--- src/rtl/lht_update_queue.sv ---
// lht_update_queue
// Small coalescing FIFO between the two branch-resolve ports and the single
// LHT update port. Entries are keyed by {PC[31:1], ASID}. A repeat update to
// a queued key overwrites that entry's local history in place. The head
// drains one entry per cycle. A drain is held off while the head collides
// with a same-set fetch read, for at most STALL_MAX consecutive cycles.
module lht_update_queue #(
    parameter int DEPTH      = 4,
    parameter int STALL_MAX  = 3,
    parameter int ASID_WIDTH = 9,
    parameter int LH_LENGTH  = 8
) (
    input  logic                          CLK,
    input  logic                          RST,
    input  logic                          resolve0_valid,
    input  logic [31:0]                   resolve0_start_full_PC,
    input  logic [ASID_WIDTH-1:0]         resolve0_ASID,
    input  logic [LH_LENGTH-1:0]          resolve0_LH,
    input  logic                          resolve1_valid,
    input  logic [31:0]                   resolve1_start_full_PC,
    input  logic [ASID_WIDTH-1:0]         resolve1_ASID,
    input  logic [LH_LENGTH-1:0]          resolve1_LH,
    output logic                          resolve_ready,
    input  logic                          valid_REQ,
    input  logic [31:0]                   full_PC_REQ,
    output logic                          update0_valid,
    output logic [31:0]                   update0_start_full_PC,
    output logic [ASID_WIDTH-1:0]         update0_ASID,
    output logic [LH_LENGTH-1:0]          update0_LH,
    output logic [$clog2(DEPTH+1)-1:0]    occupancy,
    output logic                          overflow_error
);

    localparam int PW = (DEPTH > 1) ? $clog2(DEPTH) : 1;
    localparam int CW = $clog2(DEPTH + 1);
    localparam int SW = (STALL_MAX > 0) ? $clog2(STALL_MAX + 1) : 1;
    localparam int KW = 31 + ASID_WIDTH;

    // Queue storage and control state
    logic [DEPTH-1:0]       valid_reg;
    logic [31:0]            pc_reg   [DEPTH];
    logic [ASID_WIDTH-1:0]  asid_reg [DEPTH];
    logic [LH_LENGTH-1:0]   lh_reg   [DEPTH];
    logic [PW-1:0]          head_reg;
    logic [PW-1:0]          tail_reg;
    logic [CW-1:0]          count_reg;
    logic [SW-1:0]          stall_reg;
    logic                   overflow_reg;

    // Drain-side signals
    logic                   empty;
    logic                   conflict;
    logic                   stall_full;
    logic                   drain;

    // Enqueue-side signals
    logic [KW-1:0]          key0;
    logic [KW-1:0]          key1;
    logic                   keys_equal;
    logic [DEPTH-1:0]       live;
    logic [DEPTH-1:0]       hit0;
    logic [DEPTH-1:0]       hit1;
    logic                   r0_take;
    logic                   r0_hit;
    logic [PW-1:0]          r0_idx;
    logic                   r0_alloc;
    logic                   r0_drop;
    logic                   r1_hit;
    logic [PW-1:0]          r1_idx;
    logic                   r1_alloc;
    logic                   r1_drop;
    logic [CW:0]            free0;
    logic [CW:0]            free1;
    logic [PW-1:0]          tail1;
    logic [CW-1:0]          count_next;
    logic [PW-1:0]          tail_next;

    // Only the set-index bits of the fetch PC take part in the conflict check
    logic                   unused_req_bits;
    assign unused_req_bits = ^{full_PC_REQ[31:9], full_PC_REQ[3:0]};

    assign empty      = (count_reg == '0);
    assign conflict   = valid_REQ & (full_PC_REQ[8:4] == pc_reg[head_reg][8:4]);
    assign stall_full = (stall_reg == SW'(STALL_MAX));
    assign drain      = ~empty & (~conflict | stall_full);

    assign update0_valid         = drain;
    assign update0_start_full_PC = empty ? '0 : pc_reg[head_reg];
    assign update0_ASID          = empty ? '0 : asid_reg[head_reg];
    assign update0_LH            = empty ? '0 : lh_reg[head_reg];
    assign occupancy             = count_reg;
    assign overflow_error        = overflow_reg;
    assign resolve_ready         = (({1'b0, count_reg} + (CW+1)'(2)) <= (CW+1)'(DEPTH));

    assign key0       = {resolve0_start_full_PC[31:1], resolve0_ASID};
    assign key1       = {resolve1_start_full_PC[31:1], resolve1_ASID};
    assign keys_equal = (key0 == key1);

    // Per-slot key match; the head leaving this cycle is no longer a coalesce target
    generate
        for (genvar gi = 0; gi < DEPTH; gi++) begin : g_match
            assign live[gi] = valid_reg[gi] & ~(drain & (head_reg == PW'(gi)));
            assign hit0[gi] = live[gi] & ({pc_reg[gi][31:1], asid_reg[gi]} == key0);
            assign hit1[gi] = live[gi] & ({pc_reg[gi][31:1], asid_reg[gi]} == key1);
        end
    endgenerate

    // Enqueue decision: resolve0 first, then resolve1 against the updated picture
    always_comb begin
        r0_idx = '0;
        r1_idx = '0;
        for (int i = 0; i < DEPTH; i++) begin
            if (hit0[i]) r0_idx = PW'(i);
            if (hit1[i]) r1_idx = PW'(i);
        end

        // An older update superseded by the younger one in the same cycle is discarded
        r0_take  = resolve0_valid & ~(resolve1_valid & keys_equal);
        r0_hit   = r0_take & (|hit0);
        free0    = (CW+1)'(DEPTH) - {1'b0, count_reg} + {{CW{1'b0}}, drain};
        r0_alloc = r0_take & ~r0_hit & (free0 != '0);
        r0_drop  = r0_take & ~r0_hit & (free0 == '0);

        tail1    = tail_reg + PW'(r0_alloc);
        free1    = free0 - {{CW{1'b0}}, r0_alloc};

        r1_hit   = resolve1_valid & ((|hit1) | (r0_alloc & keys_equal));
        if (resolve1_valid & ~(|hit1) & r0_alloc & keys_equal) begin
            r1_idx = tail_reg;
        end
        r1_alloc = resolve1_valid & ~r1_hit & (free1 != '0);
        r1_drop  = resolve1_valid & ~r1_hit & (free1 == '0);

        tail_next  = tail_reg + PW'(r0_alloc) + PW'(r1_alloc);
        count_next = count_reg + CW'(r0_alloc) + CW'(r1_alloc) - CW'(drain);
    end

    // Queue state update: pop head, then apply resolve0 and resolve1 writes in order
    always_ff @(posedge CLK or posedge RST) begin
        if (RST) begin
            valid_reg    <= '0;
            head_reg     <= '0;
            tail_reg     <= '0;
            count_reg    <= '0;
            overflow_reg <= 1'b0;
            for (int i = 0; i < DEPTH; i++) begin
                pc_reg[i]   <= '0;
                asid_reg[i] <= '0;
                lh_reg[i]   <= '0;
            end
        end else begin
            if (drain) begin
                valid_reg[head_reg] <= 1'b0;
                head_reg            <= head_reg + PW'(1);
            end
            if (r0_hit) begin
                lh_reg[r0_idx] <= resolve0_LH;
            end
            if (r0_alloc) begin
                valid_reg[tail_reg] <= 1'b1;
                pc_reg[tail_reg]    <= resolve0_start_full_PC;
                asid_reg[tail_reg]  <= resolve0_ASID;
                lh_reg[tail_reg]    <= resolve0_LH;
            end
            if (r1_hit) begin
                lh_reg[r1_idx] <= resolve1_LH;
            end
            if (r1_alloc) begin
                valid_reg[tail1] <= 1'b1;
                pc_reg[tail1]    <= resolve1_start_full_PC;
                asid_reg[tail1]  <= resolve1_ASID;
                lh_reg[tail1]    <= resolve1_LH;
            end
            if (r0_drop | r1_drop) begin
                overflow_reg <= 1'b1;
            end
            tail_reg  <= tail_next;
            count_reg <= count_next;
        end
    end

    // Conflict stall counter: counts blocked cycles of a nonempty queue, saturating
    always_ff @(posedge CLK or posedge RST) begin
        if (RST) begin
            stall_reg <= '0;
        end else if (empty | drain) begin
            stall_reg <= '0;
        end else if (conflict & ~stall_full) begin
            stall_reg <= stall_reg + SW'(1);
        end
    end

endmodule

--- config.mk ---
export PLATFORM = sky130hd
export DESIGN_NAME = lht_update_queue
export DESIGN_NICKNAME = d
export VERILOG_FILES = /design/src/rtl/lht_update_queue.sv
export SDC_FILE = /design/constraint.sdc
export NUM_CORES = 1
export LEC_CHECK = 0
export CAP_MARGIN = 0
export CORE_ASPECT_RATIO = 1.5
export CORE_UTILIZATION = 41
export CTS_CLUSTER_SIZE = 30
export DETAILED_ROUTE_END_ITERATION = 16
export PLACE_DENSITY = 0.72
export SETUP_SLACK_MARGIN = 0.3
export SLEW_MARGIN = 20
export SYNTH_ARGS = -nofsm -noshare
export SYNTH_HDL_FRONTEND = slang
export SYNTH_SLANG_ARGS = --single-unit
--- constraint.sdc ---
create_clock -name CLK -period 6.58 [get_ports CLK]
set_input_delay 0.987 -clock CLK [delete_from_list [all_inputs] [get_ports CLK]]
set_output_delay 0.987 -clock CLK [all_outputs]
set_load 0.005 [all_outputs]
# ---- Yosys cells after proc, flatten, opt, wreduce, memory -nomap -nowiden
# Cells that the tools add are included.
dict set report totals {
  regBits 210
  input_bits 135
  wordCells 194
}
dict set report op_classes {
  addsub 11
  n_lt_le_gt_ge 16
  n_eq_ne 14
  muxes 62
  bitwise 57
  n_reduce_logical 16
}
# op count
set op_table {}
lappend op_table {{40-bit == test} 9}
lappend op_table {{32-bit two-way mux} 9}
lappend op_table {{128-bit bitwise mux} 2}
lappend op_table {{128-bit two-way mux} 2}
lappend op_table {{32-bit bitwise mux} 4}
lappend op_table {{32-bit demux with 2-bit select} 2}
lappend op_table {{36-bit bitwise mux} 2}
lappend op_table {{36-bit two-way mux} 2}
lappend op_table {{32-bit binary-select mux with 2-bit select} 1}
lappend op_table {{8-bit demux with 2-bit select} 4}
lappend op_table {{8-bit two-way mux} 7}
lappend op_table {{9-bit two-way mux} 5}
lappend op_table {{9-bit demux with 2-bit select} 2}
lappend op_table {{1-bit AND} 33}
lappend op_table {{9-bit binary-select mux with 2-bit select} 1}
lappend op_table {{8-bit binary-select mux with 2-bit select} 1}
lappend op_table {{3-bit >= comparator, second input constant} 5}
lappend op_table {{2-bit inverter with 3-bit output} 5}
lappend op_table {{2-bit two-way mux} 7}
lappend op_table {{3-bit by 1-bit < comparator with 1-bit output, second input constant} 4}
lappend op_table {{4-bit two-way mux} 3}
lappend op_table {{1-bit inverter} 11}
lappend op_table {{2-bit by 3-bit < comparator with 1-bit output, second input constant} 3}
lappend op_table {{4-bit logical NOT} 2}
lappend op_table {{25 further kinds} 50}

# ---- Longest topological paths before layout
dict set report depth {
  depth_word 30
  ltp_mapped 29
  ltp_nobuf 24
}

# ---- Least setup slack after synthesis
# Ideal clock, no wire load.
dict set report synth_path {
  path_kind {register to register}
  start {reg head_reg[0]}
  end {reg count_reg[2], in the netlist occupancy[2]}
  arrival_time_ns 5.433
  setup_slack_ns 1.022
  stages_incl_launch_ff 29
  period_less_slack_ns 5.558
  cell_sequence {dfrtp_1 -> buf_4 -> mux4_2 -> xnor2_1 -> nand2_1 -> nor4_4 -> buf_6 -> nor2_1 -> inv_1 -> ha_1 -> inv_1 -> ha_1 -> nand3_1 -> o21ai_0 -> and3b_1 -> clkbuf_1 -> nor3_1 -> ha_1 -> xor2_1 -> nand3_1 -> o21a_1 -> nor3b_1 -> nor3_4 -> inv_2 -> clkbuf_1 -> fa_1 -> inv_1 -> fa_1 -> xor2_1}
}
dict set report synth_between {
  elab_chain_cells 26
  elab_cells_between_ends 52
}
# element line
set synth_lines {}
lappend synth_lines {{start: declaration} 44} ;# logic [PW-1:0] head_reg;
lappend synth_lines {{start signal: assignment} 154} ;# head_reg <= head_reg + PW'(1);
lappend synth_lines {{2-bit inverter with 3-bit output (implied by the code) (*)} 83} ;# assign conflict = valid_REQ & (full_PC_REQ[8:4] == pc_reg[head_reg][8:4]);
lappend synth_lines {{32-bit binary-select mux with 2-bit select (*)} 83}
lappend synth_lines {{32-bit two-way mux (*) (2 in series)} n/a}
lappend synth_lines {{5-bit == test (*)} 83}
lappend synth_lines {{1-bit AND (*)} 83}
lappend synth_lines {{1-bit inverter (*)} 85} ;# assign drain = ~empty & (~conflict | stall_full);
lappend synth_lines {{1-bit bitwise OR (*)} 85}
lappend synth_lines {{1-bit AND (*)} 85}
lappend synth_lines {{net update0_valid} 26} ;# output logic update0_valid,
lappend synth_lines {{parallel branches: the longest is 16 deep, another holds 4-bit by 1-bit subtractor with 4-bit output} n/a}
lappend synth_lines {{3-bit by 1-bit subtractor with 3-bit output (*)} 135} ;# count_next = count_reg + CW'(r0_alloc) + CW'(r1_alloc) - CW'(drain);
lappend synth_lines {{net count_next[2]} 75} ;# logic [CW-1:0] count_next;
lappend synth_lines {{end signal: assignment} 178} ;# count_reg <= count_next;
lappend synth_lines {{end: declaration} 46} ;# logic [CW-1:0] count_reg;
# Mark *: on every way through the listed nets, which the timed path passes. The select of a mux whose other input is x is not followed.
# A chain may end at the register's enable or synchronous reset.

# ---- Worst setup path after layout
dict set report layout_path {
  start {reg head_reg[0]}
  end {reg pc_reg[66] (netlist name)}
}
dict set report layout_between {
  elab_chain_cells 26
  elab_cells_between_ends 59
}
# element line
set layout_lines {}
lappend layout_lines {{2-bit inverter with 3-bit output (implied by the code)} 83}
lappend layout_lines {{32-bit binary-select mux with 2-bit select} 83}
lappend layout_lines {{32-bit two-way mux (2 in series)} n/a}
lappend layout_lines {{5-bit == test} 83}
lappend layout_lines {{1-bit AND} 83}
lappend layout_lines {{1-bit inverter} 85}
lappend layout_lines {{1-bit bitwise OR} 85}
lappend layout_lines {{1-bit AND} 85}
lappend layout_lines {{[... 9 more ...]} n/a}
lappend layout_lines {{2-bit by 1-bit adder with 2-bit output} 124} ;# tail1 = tail_reg + PW'(r0_alloc);
lappend layout_lines {{2-bit inverter with 3-bit output (implied by the code)} 170} ;# pc_reg[tail1] <= resolve1_start_full_PC;
lappend layout_lines {{3-bit >= comparator (implied by the code) / 3-bit by 1-bit < comparator with 1-bit output (equally long branches)} 170}
lappend layout_lines {{1-bit logical AND (implied by the code)} 170}
lappend layout_lines {{32-bit two-way mux (implied by the code)} 170}
lappend layout_lines {{32-bit demux with 2-bit select} 170}
lappend layout_lines {{128-bit bitwise mux} 170}
lappend layout_lines {{128-bit two-way mux (*)} 168} ;# if (r1_alloc) begin
lappend layout_lines {{end signal: indexed assignment} 161} ;# pc_reg[tail_reg] <= resolve0_start_full_PC;
lappend layout_lines {{end signal: indexed assignment} 170}
lappend layout_lines {{end: declaration} 41} ;# logic [31:0] pc_reg [DEPTH];
# Mark *: on every way between the ends. The rest lies on a longest branch, timed or not. The select of a mux whose other input is x is not followed.

==> results_dict.tcl <==
set metrics [dict create \
    initial_core_util_pct 41.6 \
    finalHoldViolations 0 \
    vias 13000 \
    slowest_stage "dfrtp_4" \
    ys_ff_latch 210 \
    grt_pass1_wl_um 93800 \
    dr.first_iter.drc_count 1032 \
    fin_nets 1801 \
    drive_above_1_share_pct 15.5 \
    postCtsSetupBuffers 0 \
    num_rows 89 \
    whs_ns 0.439 \
    path_cells "mux4_2 -> xnor2_1 -> nand2_1 -> nor4_4 -> buf_12 -> nor2_1 -> inv_1 -> ha_1 -> inv_1 -> ha_1 -> nand3_1 -> o21ai_0 -> and3b_1 -> nor3_1 -> ha_1 -> xor2_1 -> nand3_1 -> o21a_1 -> nor3b_1 -> nor3_4 -> buf_4 -> nand3_2 -> buf_12 -> mux2_2" \
    grt_start_max_net_pins 136 \
    syn2layout_area_growth_pct 17.9 \
    ant_nets 0 \
    fillers 3609 \
    io_pins 190 \
    cp-start-kind "flop" \
    dieArea_mm2 0.0407 \
    synth_edf_count 0 \
    drt_first_pass_iters 5 \
    finClkSkew_ns 0.0265 \
    power.density_mw_per_mm2 554 \
    layout_commonest_cell "xor2_1" \
    drc_errors 0 \
    cts_sinks 210 \
    post_cts_resized 0 \
    syn-cell-area_mm2 0.0163 \
    clkTransAtPathRegs_ns 0.06 \
    worstSkewPairLatency_ns 0.56 \
    period_needed_ns 5.94 \
    antenna_found_initial 1 \
    n_antenna_cell 0 \
    irDropWorstVdd_mv 0.348 \
    required_ns 7.02 \
    maxCapViolCount 0 \
    cpPeakStageDelay_ns 0.64 \
    rsz0062_at_grt "false" \
    setup_violations 0 \
    status "finished, final reports clean" \
    core_mm2 0.0393 \
    routedWlPerCell_um 30.0 \
    tritoncts "done" \
    arrival_ns 6.38 \
    grt_pass1_vias 13500 \
    drv_slew 0 \
    regArea_mm2 0.00526 \
    wl_um 65000 \
    clock.fmax_ghz 0.168 \
    via_per_inst 6.00 \
    layout_common_cells "xor2_1 (268), dfrtp_1 (208), clkdlybuf4s50_1 (162)" \
    crit_family "simple AND/OR/NAND/NOR gates" \
    place_congestion 1.08 \
    synth-warning-count 0 \
    hold_class "flop to flop" \
    die_x_um 165 \
    avgSynthCellArea_um2 10.5 \
    critPathKind "flop to flop" \
    die_h_um 247 \
    clk_path_buf_depth 3 \
    largest_register_ffs 128 \
    tns_ns 0 \
    cts_hold_buf 0 \
    worst_pin_slew_ns 1.19 \
    multi_input_comb_area_mm2 0.0104 \
    grt_overflow 0 \
    final.period_utilization_pct 90.3 \
    crit_buf_inv 5 \
    track_usage_pct 32.4 \
    maxSlewHeadroom_pct 19.9 \
    ys.flop_type "dfrtp_1" \
    p_leak_nw 7.32 \
    cts_buffers 24 \
    synthCells 1551 \
    dp_hpwl_um 49500 \
    crit_top_cell "ha_1" \
    ys_async_sr_fraction_pct 100 \
    synth_fp_nets 1701 \
    cp-end-kind "flop" \
    root_buffer "clkbuf_16" \
    cp_max_fo 42 \
    synth_seq_area_share_pct 32.1 \
    htreeDepth 1 \
    io_buffers 162 \
    ys_types 50 \
]
[worst paths after layout]
| path | from | depth (start not counted) | endpoint | slack, ns |
|---|---|---|---|---|
| min | stall_reg[0]$_DFFE_PP0P_ | 1 | stall_reg[0]$_DFFE_PP0P_ | 0.44 |
| max in group asynchronous | RST | 3 | pc_reg[112]$_DFF_PP0_ | 4.66 |
| min reg2reg | stall_reg[0]$_DFFE_PP0P_ | 1 | stall_reg[0]$_DFFE_PP0P_ | 0.44 |
| max reg2reg | head_reg[0]$_DFFE_PP0P_ | 24 | pc_reg[66]$_DFF_PP0_ | 0.64 |
| min in group asynchronous | RST | 2 | asid_reg[29]$_DFF_PP0_ | 0.74 |
| max | head_reg[0]$_DFFE_PP0P_ | 24 | pc_reg[66]$_DFF_PP0_ | 0.64 |
[synthesized netlist by cell type, types with 49 or more instances]
master    number  area share (%)
mux2_2        86             5.9
nor3_1        86             2.6
mux2_1        78             5.4
xor2_1       268              14
dfrtp_1      210              32
a21oi_1       85             2.6
mux2i_1      148             9.1
nor4_1        75             2.9
mux4_2        49             6.7
xnor2_1      102             5.5
clkbuf_1     102             2.3
and2_1        49             1.9
[routing by layer]
layer	up-vias	part of all wire (%)	track usage, %
met3	162	4.7	4.14
met4	0	6.3	17.6
li1	5706	-	-
met2	519	53	59.8
met5	-	0	0
met1	6612	36	35.1
[cells by family after synthesis]
kind of cell / synth area share [%]
AO/OA/AOI/OAI: 4.05
flip-flops: 32.1
adder cells (fa/ha/maj): 1.24
XOR/XNOR: 19.8
buffers and inverters: 4.62
multiplexers: 27.1
AND/OR/NAND/NOR: 11.0
[area by class of cell]
| class | instances | share of cell area [%] |
|---|---|---|
| Clock buffer | 35 | 3.49 |
| Timing Repair Buffer | 225 | 11.3 |
| Tap cell | 500 | 3.25 |
| Sequential cell | 210 | 27.3 |
| Multi-Input combinational cell | 1168 | 53.8 |
| Inverter | 22 | 0.448 |
| Clock inverter | 7 | 0.428 |
[power by group]
group	leakage, nW	total (mW)	internal (mW)	switching (mW)
clock network	0.362	1.34	0.751	0.586
logic	4.54	6.30	3.12	3.17
registers	2.42	3.04	1.99	1.05
total	7.32	10.7	5.86	4.81
[metrics by stage]
stage | area, um^2 | setup WS, ns | instances | utilization, % | power [mW]
after global placement | 18500 | 0.288 | 2124 | 47.1 | 9.11
final | 19300 | 0.639 | 2167 | 49.0 | 10.7
after detailed placement | 18500 | 0.225 | 2124 | 47.1 | 9.26
after floorplan | 16400 | 1.02 | 1551 | - | 6.59
after global routing | 19300 | 0.362 | 2167 | 49.0 | 11.1
after CTS | 19300 | 0.358 | 2166 | 49.0 | 10.6
(Power assumes the default switching activity.)
